File: config.mk
export PLATFORM = sky130hd
export DESIGN_NAME = wr_unit_packer
export DESIGN_NICKNAME = d
export VERILOG_FILES = /design/src/rtl/wr_unit_packer_pkg.sv /design/src/rtl/wr_unit_packer_unit_lane_shift.sv /design/src/rtl/wr_unit_packer.sv
export SDC_FILE = /design/constraint.sdc
export NUM_CORES = 2
export LEC_CHECK = 0
export CAP_MARGIN = 30
export CORE_MARGIN = 4
export CORE_UTILIZATION = 51
export DETAILED_ROUTE_END_ITERATION = 6
export HOLD_SLACK_MARGIN = 0.1
export PLACE_DENSITY = 0.78
export SLEW_MARGIN = 20
export SYNTH_ARGS = -nofsm -noshare
export SYNTH_HDL_FRONTEND = slang
export SYNTH_SLANG_ARGS = --single-unit
export TNS_END_PERCENT = 10
File: constraint.sdc
create_clock -name CLK_I -period 2.95 [get_ports CLK_I]
set_clock_uncertainty 0.1 [all_clocks]
set_input_delay 0.59 -clock CLK_I [delete_from_list [all_inputs] [get_ports CLK_I]]
set_output_delay 0.59 -clock CLK_I [all_outputs]
set_load 0.1 [all_outputs]
File: src/rtl/wr_unit_packer_pkg.sv
// Shared definitions for the frame-buffer unit packer and its read-side unpacker.
package wr_unit_packer_pkg;

    localparam int P_MAX_UNIT_NUM     = 32;
    localparam int P_BIT_NUM_PER_UNIT = 8;
    localparam int W                  = P_MAX_UNIT_NUM * P_BIT_NUM_PER_UNIT;
    localparam int PW                 = $clog2(P_MAX_UNIT_NUM);

    // Legal units-per-beat table: power-of-two divisors of the word, anything else is 0.
    function automatic int decode_units(input int u, input int max_units);
        if ((u == 2 || u == 4 || u == 8 || u == 16) && (u < max_units))
            return u;
        return 0;
    endfunction

endpackage

File: src/rtl/wr_unit_packer_unit_lane_shift.sv
// Keeps the low i_units units of a beat and moves them up to unit slot i_ptr.
module unit_lane_shift #(
    parameter int C_MAX_UNIT_NUM     = 32,
    parameter int C_BIT_NUM_PER_UNIT = 8
) (
    input  logic [C_MAX_UNIT_NUM*C_BIT_NUM_PER_UNIT-1:0] i_data,
    input  logic [$clog2(C_MAX_UNIT_NUM)-1:0]            i_units,
    input  logic [$clog2(C_MAX_UNIT_NUM)-1:0]            i_ptr,
    output logic [C_MAX_UNIT_NUM*C_BIT_NUM_PER_UNIT-1:0] o_data
);

    localparam int B = C_BIT_NUM_PER_UNIT;

    logic [C_MAX_UNIT_NUM*B-1:0] w_masked;

    // Units at or above the beat's unit count carry no data and are zeroed.
    for (genvar g = 0; g < C_MAX_UNIT_NUM; g++) begin : g_mask
        assign w_masked[g*B +: B] = (g < int'(i_units)) ? i_data[g*B +: B] : '0;
    end

    assign o_data = w_masked << (int'(i_ptr) * B);

endmodule

File: src/rtl/wr_unit_packer.sv
// Packs variable-size input beats LSB-first into full words for the frame-buffer write FIFO.
module wr_unit_packer
    import wr_unit_packer_pkg::*;
#(
    parameter int C_MAX_UNIT_NUM     = P_MAX_UNIT_NUM,
    parameter int C_BIT_NUM_PER_UNIT = P_BIT_NUM_PER_UNIT
) (
    input  logic                                         CLK_I,
    input  logic                                         RST_I,
    input  logic                                         VS_I,
    input  logic                                         DE_I,
    input  logic [$clog2(C_MAX_UNIT_NUM)-1:0]            UNITS_I,
    input  logic [C_MAX_UNIT_NUM*C_BIT_NUM_PER_UNIT-1:0] DATA_I,
    input  logic                                         FULL_I,
    output logic                                         WR_O,
    output logic [C_MAX_UNIT_NUM*C_BIT_NUM_PER_UNIT-1:0] DATA_O,
    output logic                                         OVF_O
);

    localparam int UW = $clog2(C_MAX_UNIT_NUM);
    localparam int DW = C_MAX_UNIT_NUM * C_BIT_NUM_PER_UNIT;

    logic [UW-1:0] r_units;
    logic [UW-1:0] r_ptr;
    logic          r_vs_d;
    logic          r_s1_vld;
    logic          r_s1_wrap;
    logic          r_s1_flush;
    logic [DW-1:0] r_s1_data;
    logic [UW-1:0] r_s1_ptr;
    logic [UW-1:0] r_s1_units;
    logic [DW-1:0] r_accum;
    logic          r_wr;
    logic [DW-1:0] r_data;
    logic          r_ovf;

    logic          w_acc;
    logic          w_vs_rise;
    logic [UW-1:0] w_ptr_nxt;
    logic [DW-1:0] w_shifted;

    assign w_acc     = DE_I & ~VS_I & (r_units != '0);
    assign w_vs_rise = VS_I & ~r_vs_d;
    assign w_ptr_nxt = r_ptr + r_units;

    // Beat size is only sampled at reset or during VS so it stays constant within a frame.
    always_ff @(posedge CLK_I) begin
        if (RST_I | VS_I)
            r_units <= UW'(decode_units(int'(UNITS_I), C_MAX_UNIT_NUM));
    end

    // Stage 1: capture the accepted beat with its slot position; advance the fill pointer.
    always_ff @(posedge CLK_I) begin
        if (RST_I) begin
            r_vs_d     <= 1'b0;
            r_ptr      <= '0;
            r_s1_vld   <= 1'b0;
            r_s1_wrap  <= 1'b0;
            r_s1_flush <= 1'b0;
            r_s1_data  <= '0;
            r_s1_ptr   <= '0;
            r_s1_units <= '0;
        end else begin
            r_vs_d     <= VS_I;
            r_s1_vld   <= w_acc;
            // A wrapping sum means this beat fills the last slot of the word.
            r_s1_wrap  <= w_acc & (w_ptr_nxt <= r_ptr);
            // Flush trails the last beat by one stage so that beat is merged first.
            r_s1_flush <= w_vs_rise & (r_ptr != '0);
            r_s1_data  <= DATA_I;
            r_s1_ptr   <= r_ptr;
            r_s1_units <= r_units;
            if (w_vs_rise)
                r_ptr <= '0;
            else if (w_acc)
                r_ptr <= w_ptr_nxt;
        end
    end

    unit_lane_shift #(
        .C_MAX_UNIT_NUM    (C_MAX_UNIT_NUM),
        .C_BIT_NUM_PER_UNIT(C_BIT_NUM_PER_UNIT)
    ) u_shift (
        .i_data (r_s1_data),
        .i_units(r_s1_units),
        .i_ptr  (r_s1_ptr),
        .o_data (w_shifted)
    );

    // Stage 2: merge into the accumulator, emit on word completion or frame flush.
    always_ff @(posedge CLK_I) begin
        if (RST_I) begin
            r_accum <= '0;
            r_wr    <= 1'b0;
            r_data  <= '0;
        end else begin
            r_wr <= (r_s1_vld & r_s1_wrap) | r_s1_flush;
            if (r_s1_flush) begin
                r_data  <= r_accum;
                r_accum <= '0;
            end else if (r_s1_vld) begin
                if (r_s1_wrap) begin
                    r_data  <= r_accum | w_shifted;
                    r_accum <= '0;
                end else begin
                    r_accum <= r_accum | w_shifted;
                end
            end
        end
    end

    // Sticky overflow: a write went out while the FIFO reported full.
    always_ff @(posedge CLK_I) begin
        if (RST_I)
            r_ovf <= 1'b0;
        else if (r_wr & FULL_I)
            r_ovf <= 1'b1;
    end

    assign WR_O   = r_wr;
    assign DATA_O = r_data;
    assign OVF_O  = r_ovf;

endmodule

==> results.md <==
- Outcome: finished with violations
- Failing checks: DRC, setup timing
- ANT nets after route: 0
- Die Ht: 288.0 um
- Area of the core: 77590 um2
- Syn_area_per_cell: 8.373 um2
- Gr busiest metal: met2
- # IOs: 524
- Share of cells above drive strength 1: 33.82%
- Syn Nets: 5050
- Data required, critical path: 3.42 ns
- Crit share post-route: 119.8%
- Final wirelength: 245200 um
- Finished Layout Cells: 7108
- Met2 Use GR: 77.84%
- Final #Nets: 6274
- Post-CTS Hold Buffers: 0
- Setup WS post-layout: -0.5844 ns
- Pre-CTS setup slack: -0.7773 ns
- Fillers: 5273
- EDFF count, synth: 5
- Maximum fanout along the worst path: 6
- Commonest non-fill, non-tap cell in the layout: buf_4
- #FFs+latches synth: 786
- Asr flop ratio synth: 0%
- Worst skew pair latency: 0.68 ns
- Full die area: 82940 um2
- Slew headroom: 26.82%
- Kind of critical path: reg -> reg
- Largest net degree at the start of global routing: 176
- Total of max-cap violations: 0
- Maximum clock path buffer count: 3
- # H-tree levels: 3
- Layout area overhead: 47.10%
- HP Class: in -> reg
- Synth top area cells: dfxtp_1, nor2_1, nor2b_1, a21oi_1, o21ai_0
- Worst-Margin Slew: 1.098 ns
- Max Freq: 282.9 MHz
- Final setup violation count: 329
- GR Util met1: 65.16%
- Hold Violations, Final: 0
- Initial Util: 51.53%
- First-pass GRT wire length: 332600 um
- Vias in the first global route: 47180
- Power density cells: 482.2 nW/um2
- Die width: 288.0 um
- Post-DP Area: 52600 um2
- Gr usage total: 55.08%
- Worst vdd ir: 0.5009 mV
- Initial DRC count: 10250
- Gp weighted congestion: 1.217
- CTS Buf Count: 78
- Post-layout power: 28360 uW
- Min cycle time layout: 3.534 ns
- Via count: 51240
- DR WL/cell: 34.50 um
- Root Buffer: clkbuf_16
- CTS tree: built
- Via density: 7.208
- Netlist cell types: 98
- # DRC: 29
- # rows: 102
- Mapped Area: 39980 um2
- Post-DP HPWL: 182500 um
- Global route overflow: 0
- Sequential fraction of the synthesis area: 39.48%
- CP Data Arrival Time: 4.00 ns
- CTS sink cnt: 786
- Global Route met3 Usage: 26.11%
- Crit. End Element: flip-flop
- Initial antenna violation count: 11
- Unrepaired setup endpoints after global routing: true
- Clock transition at path regs: 0.07 ns
- I/O Buffers: 515
- Design area: 58810 um2
- Sum Neg Setup Slack: -47.81 ns
- Area share of the largest cell type after synthesis: 39.10%
- Inst Count DP: 6908
- Most frequent cells in the layout: buf_4, dfxtp_1, nor2_1
- Crit path launch type: flip-flop
- Syn Inst Count: 4775
- P_leak: 0.02422 uW
- Warnings, synthesis: 0
- Post-synth top flop: dfxtp_1
- Post-synth top area cell: dfxtp_1
- DR pass1 iterations: 7
- Slew Limit Fails: 0
==> worst max-delay path, cell delays in order (launching register included) <==
cell and delay [ns]:
dfxtp_4 0.40, buf_6 0.14, or4_4 0.51, o211ai_1 0.27, a31oi_4 0.18, mux2_4 0.34
a222oi_1 0.95, buf_4 0.26, nand2b_4 0.06, o221a_1 0.21
==> synthesized netlist by cell type (all sizes together) (23+ instances only) <==
library cell / n
o221a: 57
and3: 46
buf: 160
a21oi: 303
a31oi: 88
nand2: 289
o211ai: 75
a221oi: 70
and2: 37
o21ai: 334
o21a: 69
inv: 34
nand4: 28
a211oi: 120
a32o: 23
o22ai: 59
o211a: 48
nor3: 110
o221ai: 68
a22oi: 54
a22o: 48
nand3: 198
mux2: 61
a2111oi: 23
a221o: 45
nor2b: 266
dfxtp: 781
mux2i: 89
nor2: 497
a32oi: 68
clkbuf: 313
==> state kept, by name (all words and copies together), names as in the netlist <==
| signal | cells |
|---|---|
| r_units | 5 |
| r_s1_units | 5 |
| r_ptr | 5 |
| r_accum | 256 |
| WR_O | 1 |
| r_s1_data | 248 |
| DATA_O | 256 |
| r_s1_vld | 1 |
| r_vs_d | 1 |
| r_s1_wrap | 1 |
| r_s1_flush | 1 |
| OVF_O | 1 |
| r_s1_ptr | 5 |
==> power breakdown <==
group,leakage [uW],internal (uW),switching (uW)
logic,0.0164,2070,3960
registers,0.00644,11000,478
clock network,0.00135,6060,4780
total,0.0242,19100,9220
==> cell families after synthesis <==
kind of cell    Yosys count  synth area share [%]
compound gates         1754                 31.30
xor+xnor                  5                0.1095
fa+ha+maj                 9                0.3004
buf+inv                 507                 5.251
flops                   786                 39.48
mux                     170                 5.073
other cells               1              0.009379
simple gates           1543                 18.48
==> path summary, 6_finish.rpt <==
check                                         startpoint                        to  slack (ns)  depth (start not counted)
worst max-delay path            r_s1_units[2]$_SDFF_PP0_  DATA_O[189]$_SDFFE_PP0P_       -0.58                          9
worst min-delay path                               RST_I  r_s1_data[11]$_SDFF_PP0_        0.16                          2
worst max register to register  r_s1_units[2]$_SDFF_PP0_  DATA_O[189]$_SDFFE_PP0P_       -0.58                          9
worst min register to register  r_accum[45]$_SDFFE_PP0P_   DATA_O[45]$_SDFFE_PP0P_        0.36                          2
==> metrics by stage <==
stage / util (%) / hold WS (ns)
final: 75.80 / 0.1556
after global routing: 75.77 / 0.1579
after CTS: 73.74 / 0.1275
after detailed placement: 67.79 / 0.3340
after global placement: 67.77 / 0.3265
after floorplan: - / 0.3168
==> final cells by class <==
class	count	area [um2]	area share (%)
timing repair buffer	1617	13970	23.76
multi-input combinational	3482	24770	42.12
clock buffer	105	2233	3.797
antenna	9	22.52	0.03829
inverter	34	137.6	0.2340
tap	1040	1301	2.212
sequential	786	15820	26.90
clock inverter	35	555.5	0.9446
==> per-layer routing <==
layer  share of wire (%)  vias to the layer above
met2                  39                     5191
met3                  17                     1615
met5                0.13                        -
met4                  10                       14
li1                    -                    20450
met1                  33                    23970
==> timing repair <==
| action | in CTS | in global routing |
|---|---|---|
| pin swaps | 59 | 75 |
| cloned | 2 | 1 |
| buffers inserted | 26 | 24 |
| endpoints found under the setup margin | 380 | 367 |
| resized for setup | 331 | 274 |
Note: power is estimated with default switching activity, not from simulation.
